## src/rtl/alu_pkg.sv

```systemverilog
// Shared ALU definitions: ALUOp encodings and the multiply sequencer state encoding.
// Used by the multiply sequencer and by anything that drives the shared ALU.
package alu_pkg;

    localparam int ALUOP_W = 4;

    localparam logic [ALUOP_W-1:0] ALU_ADD = 4'b0000;
    localparam logic [ALUOP_W-1:0] ALU_SUB = 4'b0001;
    localparam logic [ALUOP_W-1:0] ALU_AND = 4'b0010;
    localparam logic [ALUOP_W-1:0] ALU_OR  = 4'b0011;
    localparam logic [ALUOP_W-1:0] ALU_XOR = 4'b0100;
    localparam logic [ALUOP_W-1:0] ALU_SLL = 4'b0101;
    localparam logic [ALUOP_W-1:0] ALU_SRL = 4'b0110;
    localparam logic [ALUOP_W-1:0] ALU_NOR = 4'b0111;
    localparam logic [ALUOP_W-1:0] ALU_SLT = 4'b1000;
    localparam logic [ALUOP_W-1:0] ALU_SLE = 4'b1001;
    localparam logic [ALUOP_W-1:0] ALU_SEQ = 4'b1010;
    localparam logic [ALUOP_W-1:0] ALU_SNE = 4'b1011;
    localparam logic [ALUOP_W-1:0] ALU_SGT = 4'b1100;
    localparam logic [ALUOP_W-1:0] ALU_SGE = 4'b1101;
    localparam logic [ALUOP_W-1:0] ALU_SRA = 4'b1110;

    typedef enum logic [2:0] {
        ST_IDLE = 3'd0,
        ST_ADD  = 3'd1,
        ST_SHL  = 3'd2,
        ST_SHR  = 3'd3,
        ST_DONE = 3'd4
    } mul_state_t;

endpackage

```

## src/rtl/alu_mul_seq_if.sv

```systemverilog
// Request/result and shared-ALU signal bundle for the multiply sequencer.
// Handshake: start is a pulse honoured only while busy=0; done pulses one cycle with result valid.
interface alu_mul_seq_if
    import alu_pkg::*;
#(
    parameter int WIDTH = 32,
    parameter int OP_W  = ALUOP_W
);
    logic             start;
    logic [WIDTH-1:0] op_a;
    logic [WIDTH-1:0] op_b;
    logic             busy;
    logic             done;
    logic [WIDTH-1:0] result;
    logic             alu_own;
    logic [WIDTH-1:0] alu_a;
    logic [WIDTH-1:0] alu_b;
    logic [OP_W-1:0]  alu_op;
    logic [WIDTH-1:0] alu_out;
    mul_state_t       dbg_state;

    modport master (
        output start, op_a, op_b, alu_out,
        input  busy, done, result, alu_own, alu_a, alu_b, alu_op, dbg_state
    );

    modport slave (
        input  start, op_a, op_b, alu_out,
        output busy, done, result, alu_own, alu_a, alu_b, alu_op, dbg_state
    );
endinterface

```

## src/rtl/alu_mul_seq.sv

```systemverilog
// Shift-add unsigned multiplier (low WIDTH bits) that borrows the shared ALU,
// issuing one ADD/SLL/SRL per cycle while it owns the ALU.
module alu_mul_seq
    import alu_pkg::*;
#(
    parameter int WIDTH = 32,
    parameter int OP_W  = ALUOP_W
) (
    input  logic         clk,
    input  logic         rst_n,
    alu_mul_seq_if.slave bus
);

    mul_state_t       state, state_nxt;
    logic [WIDTH-1:0] acc, mcand, mplier, result_q;
    logic             own_c;
    logic [WIDTH-1:0] a_c, b_c;
    logic [OP_W-1:0]  op_c;

    always_comb begin
        state_nxt = state;
        own_c     = 1'b0;
        a_c       = '0;
        b_c       = '0;
        op_c      = '0;
        case (state)
            ST_IDLE: begin
                if (bus.start) begin
                    if (bus.op_b == '0)    state_nxt = ST_DONE;
                    else if (bus.op_b[0]) state_nxt = ST_ADD;
                    else                   state_nxt = ST_SHL;
                end
            end
            ST_ADD: begin
                own_c     = 1'b1;
                a_c       = acc;
                b_c       = mcand;
                op_c      = ALU_ADD;
                state_nxt = ST_SHL;
            end
            ST_SHL: begin
                own_c     = 1'b1;
                a_c       = mcand;
                b_c       = WIDTH'(1);
                op_c      = ALU_SLL;
                state_nxt = ST_SHR;
            end
            ST_SHR: begin
                own_c = 1'b1;
                a_c   = mplier;
                b_c   = WIDTH'(1);
                op_c  = ALU_SRL;
                // Decide on the shifted multiplier the ALU is producing this cycle.
                if (bus.alu_out == '0)    state_nxt = ST_DONE;
                else if (bus.alu_out[0]) state_nxt = ST_ADD;
                else                      state_nxt = ST_SHL;
            end
            ST_DONE: state_nxt = ST_IDLE;
            default: state_nxt = ST_IDLE;
        endcase
    end

    always_ff @(posedge clk) begin
        if (!rst_n) begin
            state    <= ST_IDLE;
            acc      <= '0;
            mcand    <= '0;
            mplier   <= '0;
            result_q <= '0;
        end else begin
            state <= state_nxt;
            case (state)
                ST_IDLE: begin
                    if (bus.start) begin
                        mcand  <= bus.op_a;
                        mplier <= bus.op_b;
                        acc    <= '0;
                    end
                end
                ST_ADD:  acc      <= bus.alu_out;
                ST_SHL:  mcand    <= bus.alu_out;
                ST_SHR:  mplier   <= bus.alu_out;
                ST_DONE: result_q <= acc;
                default: ;
            endcase
        end
    end

    assign bus.busy      = (state != ST_IDLE);
    assign bus.done      = (state == ST_DONE);
    assign bus.result    = (state == ST_DONE) ? acc : result_q;
    assign bus.alu_own   = own_c;
    assign bus.alu_a     = a_c;
    assign bus.alu_b     = b_c;
    assign bus.alu_op    = op_c;
    assign bus.dbg_state = state;

endmodule

```

## src/flat_wrapper.sv

```systemverilog
// flat-port wrapper written by rule: the top's interface ports become plain ports
module alu_mul_seq_flat import alu_pkg::*;
#(
    parameter int WIDTH = 32,
    parameter int OP_W  = ALUOP_W
)
  (clk, rst_n, bus_start, bus_op_a, bus_op_b, bus_alu_out, bus_busy, bus_done, bus_result, bus_alu_own, bus_alu_a, bus_alu_b, bus_alu_op, bus_dbg_state);
  alu_mul_seq_if #(.WIDTH(WIDTH), .OP_W(OP_W)) bus_i ();
  input  logic clk;
  input  logic rst_n;
  input wire logic [$bits(bus_i.start)-1:0] bus_start;
  input wire logic [$bits(bus_i.op_a)-1:0] bus_op_a;
  input wire logic [$bits(bus_i.op_b)-1:0] bus_op_b;
  input wire logic [$bits(bus_i.alu_out)-1:0] bus_alu_out;
  output wire logic [$bits(bus_i.busy)-1:0] bus_busy;
  output wire logic [$bits(bus_i.done)-1:0] bus_done;
  output wire logic [$bits(bus_i.result)-1:0] bus_result;
  output wire logic [$bits(bus_i.alu_own)-1:0] bus_alu_own;
  output wire logic [$bits(bus_i.alu_a)-1:0] bus_alu_a;
  output wire logic [$bits(bus_i.alu_b)-1:0] bus_alu_b;
  output wire logic [$bits(bus_i.alu_op)-1:0] bus_alu_op;
  output wire logic [$bits(bus_i.dbg_state)-1:0] bus_dbg_state;
  assign bus_i.start = bus_start;
  assign bus_i.op_a = bus_op_a;
  assign bus_i.op_b = bus_op_b;
  assign bus_i.alu_out = bus_alu_out;
  assign bus_busy = bus_i.busy;
  assign bus_done = bus_i.done;
  assign bus_result = bus_i.result;
  assign bus_alu_own = bus_i.alu_own;
  assign bus_alu_a = bus_i.alu_a;
  assign bus_alu_b = bus_i.alu_b;
  assign bus_alu_op = bus_i.alu_op;
  assign bus_dbg_state = bus_i.dbg_state;
  alu_mul_seq #(.WIDTH(WIDTH), .OP_W(OP_W)) u_core (.clk(clk), .rst_n(rst_n), .bus(bus_i));
endmodule
```

## config.mk

```make
export PLATFORM = sky130hd
export DESIGN_NAME = alu_mul_seq_flat
export DESIGN_NICKNAME = d
export VERILOG_FILES = /design/src/rtl/alu_pkg.sv /design/src/rtl/alu_mul_seq_if.sv /design/src/rtl/alu_mul_seq.sv /design/src/flat_wrapper.sv
export SDC_FILE = /design/constraint.sdc
export NUM_CORES = 1
export LEC_CHECK = 0
export ABC_CLOCK_PERIOD_IN_PS = 2000
export CORE_MARGIN = 10
export CORE_UTILIZATION = 48
export DETAILED_ROUTE_END_ITERATION = 8
export HOLD_SLACK_MARGIN = 0.15
export PLACE_DENSITY = 0.81
export SYNTH_ARGS = -nofsm -noshare
export SYNTH_HDL_FRONTEND = slang
export SYNTH_SLANG_ARGS = --single-unit
```

## constraint.sdc

```tcl
create_clock -name clk -period 2 [get_ports clk]
set_clock_uncertainty 0.05 [all_clocks]
set_input_delay 0.4 -clock clk [delete_from_list [all_inputs] [get_ports clk]]
set_output_delay 0.4 -clock clk [all_outputs]
set_load 0.02 [all_outputs]
```

==> run metrics, run 1 <==
status=finished, violations left; failing checks=setup timing; CTS clock-pin slew for the worst setup and hold paths=0.06 ns; DIE HEIGHT=about 140 um; Synth Warn #=0; worst skew pair latency=~0.44 ns; Peak Freq=around 0.42 GHz; clock root buffer=clkbuf_16; initial antenna violation count=2; Num Clock Sinks=between 100 and 150; cts bufs inserted=17; pre-CTS WS=-0.307 ns; leakage=roughly 5.3 nW; kind of critical path=reg -> out; total gr overflow=0; fin cells=1330; DRT iter0 DRCs=approximately 1100; WP data required=about 1.6 ns; clock tree from TritonCTS=done; cells after synthesis=about 840; dominant cells by area after synthesis=dfxtp_1 38%, nand2_1 9.3%, o211a_1 9.2%; Post-Route Setup TNS=-25.31 ns; placed insts=approximately 1200; first-pass GRT wire length=between 40000 and 50000 um; PD cells=771 nW/um2; Worst Tran Pin Value=around 0.68 ns; # Max-Cap Violations=0; P&R area growth vs syn=67.7%; WL final=just under 30000 um; met1 wire length=~11000 um; drt pass-1 iters=5; Max-Slew Margin vs Limit=54.1%; Rows=between 40 and 50; via/cell ratio=slightly below 6; hold crit path type=in -> reg; DR WL met3=2900 um; # port buffers=between 200 and 250; share of layout cells above drive strength 1=37.3%; post-route ant nets=0; I/O pins=205; Final nets=about 1200; most frequent cells in the layout=166 x nand2_1, 128 x dfxtp_1, 124 x buf_6; Slew Limit Fails=0; element type at the critical path start=register; final hold vios=0; Die X=around 140 um; Synth top area share=between 30% and 40%; Post-Syn Area per Cell=between 8 and 9 um2; total track usage=28.5%; pin count of the biggest net entering global routing=66; Die ar.=19500 um2; Max FO, Critical Path=5; largest area contributor in the synthesized netlist=dfxtp_1; GPL Wtd Cong=approximately 0.86; crit path to=bus_alu_a[12]; Hold-fix buffers, CTS=0; Synth Cell Area=around 6900 um2; Max Used Layer=met5; Hold Path Cell Cnt=2; #FFs+latches synth=about 130; number of global-route vias before repair=8050; Arr. time, crit path=1.93 ns; final worst slack=-0.378 ns; DRC Markers=0; final core occ=between 80 and 90%; DP Wirelength=17300 um; R2R Setup Slk=0 ns; cells on worst reg2reg path=10; WL/cell=~22 um; RR Endpoint=u_core.mcand[12]; launch point of the worst reg-to-reg path=u_core.bus.dbg_state[1]; CTS H-Tree Depth=4; worst setup path start=u_core.bus.dbg_state[1]; CTS max path bufs=2; sequential area share after synthesis=a little under two fifths; crit path capture type=primary output; post-synth net total=~930; setup violators final=slightly below 100; peak supply drop=0.000674 V; Initial Utilization=about half; metal2 WL=roughly 14000 um; DR vias=7848; RSZ-0062 raised after global routing=yes; commonest non-fill, non-tap cell in the layout=nand2_1; Core ar.=roughly 14000 um2; fin crit share=119%; final worst path period need=~2.4 ns; post-synth cell types=31
## state kept, by name, summed over array words and instances (netlist names)
signal,count
u_core.mcand,32
u_core.result_q,32
u_core.mplier,32
u_core.bus.dbg_state,3
u_core.acc,32
## through the flow
step           hold WS, ns  area [um2]  total power, mW
2_1_floorplan        0.398        6940             4.03
3_3_place_gp         0.418        9760             4.91
3_5_place_dp         0.424        9760             4.95
4_1_cts              0.363       11400             8.68
5_1_grt              0.389       11500             9.10
6_report             0.384       11500             8.86
## cells in the mapped netlist
cell      instances
or3_1             2
a31oi_1           1
buf_6             4
nand4_1           2
buf_1             1
a21oi_1          35
mux2i_1          31
a22oi_1           1
o21ai_0           2
o211a_1          63
buf_4             9
buf_2            23
nand2_1         169
nor2_1           69
and2_1           64
inv_1             3
nor4_1           17
o311a_1           1
a21boi_0         28
dfxtp_1         131
nor3_2            1
mux2_4           29
a21boi_1          4
inv_2             2
mux2_2            4
clkbuf_1         38
nor2b_1           2
conb_1            1
o311ai_0          1
nor3_4            2
nand3_1          95
## cells by family after synthesis
logic type / synth area share (%)
mux: 11.5
buf+inv: 5.73
simple gates: 28.5
flops: 38.3
compound gates: 15.9
other cells: 0.0547
## how the worst min path moves through the flow
| stage | startpoint | to | slack [ns] |
|---|---|---|---|
| floorplan | u_core.mplier[0] | u_core.mplier[0] | 0.40 |
| global placement | u_core.mplier[0] | u_core.mplier[0] | 0.42 |
| detailed placement | u_core.mplier[0] | u_core.mplier[0] | 0.42 |
| CTS | rst_n | u_core.mplier[2] | 0.36 |
| global route | rst_n | u_core.mplier[2] | 0.39 |
| finish | rst_n | u_core.mplier[17] | 0.38 |
## layer usage
metal / GRT usage [%] / vias to the layer above
met4: 15.3 / 2
met1: 32.5 / 3778
met2: 47.2 / 484
met5: 0 / -
li1: - / 3469
met3: 8.06 / 115
## repair_timing
action,in CTS,in global routing
gates cloned,7,3
resized for setup,700,64
pin swaps,17,15
buffers inserted,38,15
endpoints found under the setup margin,138,118
## worst max-delay path, cell delays in order (launching register included)
cell	delay [ns]
dfxtp_4	0.40
buf_8	0.13
nor2b_4	0.20
buf_6	0.16
buf_16	0.14
buf_12	0.12
a21oi_4	0.06
nor2_2	0.14
buf_6	0.14
## where the power goes
group          total (mW)  switching (mW)  internal [mW]
Clock                3.37            1.19           2.18
Combinational        2.48            1.25           1.22
Sequential           3.02           0.199           2.82
Total                8.86            2.64           6.22
## layout make-up
cell class,count,area (um2)
Antenna cell,1,2.50
Fill cell,762,2440
Tap cell,180,225
Timing Repair Buffer,357,3750
Clock buffer,23,478
Inverter,5,23.8
Sequential cell,131,2630
Clock inverter,9,151
Multi-Input combinational cell,624,4230
(Power assumes the default switching activity.)
==> run 2: changes to the inputs <==
- CTS_BUF_LIST: default -> sky130_fd_sc_hd__clkbuf_16
- CTS_CLUSTER_DIAMETER: default -> 60
- SKIP_LAST_GASP: default -> 1
==> run 2 against run 1 <==
- the run still ends with setup timing left
- non-clock buffer count fell by 23
- global-route usage fell by 2.0 points
- sequential share of layout area up 0.86 points
- routed wire length fell by 3.4%
- flip-flop and latch count is the same
- combinational power decreased by 8%
- worst hold slack is essentially flat
- critical path depth down 1
- critical path type unchanged
- critical endpoint is now bus_alu_b[31]
- largest cell class unchanged
==> run metrics, run 2 (synthesis results as in run 1) <==
GRT Max-Usage Layer=met2; filler instances=approximately 870; Hold Path Origin=rst_n; number of global-route vias before repair=7521; post-route ant nets=0; total track usage=about a quarter; Slew Limit Fails=0; kind of critical path=reg -> out; met3 Usage GRT=about 7%; GRT met2 Usage=44.9%; final core occ=about four fifths; Die X=139 um; # Max-Cap Violations=0; Max-Slew Margin vs Limit=between 40% and 50%; hold crit path type=in -> reg; R2R Setup Slk=-0.03 ns; Tot Pwr=roughly 8.5 mW; clock tree from TritonCTS=done; Hold Path Cell Cnt=2; DRC Markers=0; PD cells=slightly below 800 nW/um2; Core ar.=approximately 14000 um2; met1 Usage GRT=30.7%; CTS H-Tree Depth=4; WP data required=1.55 ns; most frequent cells in the layout=166 x nand2_1, 128 x dfxtp_1, 106 x buf_4; leakage=roughly 5.2 nW; CTS clock-pin slew for the worst setup and hold paths=about 0.060 ns; Cell Chain, Critical Path=buf_6, nor3_4, buf_6, buf_4, buf_12, and2_4, buf_6; Final nets=~1200; element type at the critical path start=register; WL final=28800 um; cells on worst reg2reg path=7; placed insts=around 1200; fin cells=about 1300; share of layout cells above drive strength 1=between 30% and 40%; final worst path period need=~2.3 ns; DR vias=~7600; CP most frequent cell=buf_6; failing checks=setup timing; DP Wirelength=around 17000 um; Max FO, Critical Path=5; Initial Utilization=between 40 and 50%; cts bufs inserted=17; Final Cell Area=around 11000 um2; Worst Tran Pin Value=between 0.7 and 0.8 ns; setup violators final=between 90 and 100; Num Clock Sinks=131; RSZ-0062 raised after global routing=yes; clock root buffer=clkbuf_16; critical path's largest stage delay=roughly 0.38 ns; CP bufs+invs=5; RR Endpoint=u_core.acc[11]; GPL Wtd Cong=roughly 0.86; # port buffers=203; CTS max path bufs=2; P&R area growth vs syn=61.6%; Rows=43; Die ar.=approximately 19000 um2; final worst slack=-0.301 ns; worst setup path start=u_core.bus.dbg_state[1]; CP max stage cell=dfxtp_4; Crit path max-delay family=buffers and inverters; via/cell ratio=5.81; drt pass-1 iters=5; crit path capture type=primary output; I/O pins=205; placed instance area=between 9000 and 10000 um2; final hold vios=0; Hold Path End=u_core.mplier[11]; Peak Freq=approximately 0.43 GHz; DIE HEIGHT=approximately 140 um; first-pass GRT wire length=about 42000 um; Arr. time, crit path=~1.9 ns; fin crit share=115%; total gr overflow=0; commonest non-fill, non-tap cell in the layout=nand2_1; Hold-fix buffers, CTS=0; pin count of the biggest net entering global routing=66; initial antenna violation count=2; DRT iter0 DRCs=767; launch point of the worst reg-to-reg path=u_core.bus.dbg_state[2]; WL/cell=around 22 um; status=finished, violations left; peak supply drop=0.000662 V; worst skew pair latency=about 0.43 ns
-- run 2: cell count changes in the layout (fill, tap and decap cells not counted), moves of 4 or more --
cell      before  now
buf_6        124   91
buf_4        100  106
clkbuf_2       0    5
a21oi_4        8    4
inv_1          2    6
-- run 2: routing by layer --
layer	vias up	wire length (um)
met5	-	13
met4	2	1140
met3	89	2650
met2	418	14100
met1	3657	10900
li1	3432	-
-- run 2: what timing repair did --
item | 4_1_cts | 5_1_grt
pin swaps | 4 | 13
endpoints found under the hold margin | 0 | 0
resized for setup | 502 | 202
setup buffers | 16 | 10
cloned | 5 | 5
setup endpoints to repair | 138 | 120
-- run 2: stage by stage --
stage	hold slack (ns)	TNS [ns]	setup slack [ns]
6_report	0.384	-21.01	-0.301
5_1_grt	0.384	-25.72	-0.340
4_1_cts	0.362	-24.26	-0.337
3_5_place_dp	0.424	-24.36	-0.307
3_3_place_gp	0.418	-20.00	-0.239
2_1_floorplan	0.398	-1.25	-0.0692
-- run 2: where the power goes --
part | internal (mW) | switching (mW) | total, mW | leakage (nW)
clock network | 2.05 | 1.18 | 3.23 | 0.303
logic | 1.10 | 1.19 | 2.29 | 3.80
registers | 2.82 | 0.190 | 3.01 | 1.07
total | 5.97 | 2.56 | 8.53 | 5.17
-- run 2: how the worst max path moves through the flow --
stage,endpoint,slack [ns],depth (start not counted)
after global routing,bus_result[7],-0.34,6
after CTS,bus_result[5],-0.34,6
after floorplan,bus_alu_op[0],-0.07,6
final,bus_alu_b[31],-0.30,7
after detailed placement,bus_alu_b[24],-0.31,5
after global placement,bus_result[30],-0.24,5
-- run 2: layout make-up --
cell class | count | area [um2] | share of cell area, %
Tap cell | 180 | 225 | 2.03
Inverter | 5 | 21.3 | 0.192
Clock inverter | 15 | 174 | 1.57
Clock buffer | 17 | 425 | 3.84
Timing Repair Buffer | 334 | 3410 | 30.8
Multi-Input combinational cell | 624 | 4180 | 37.7
Antenna cell | 1 | 2.50 | 0.0226
Sequential cell | 131 | 2630 | 23.8
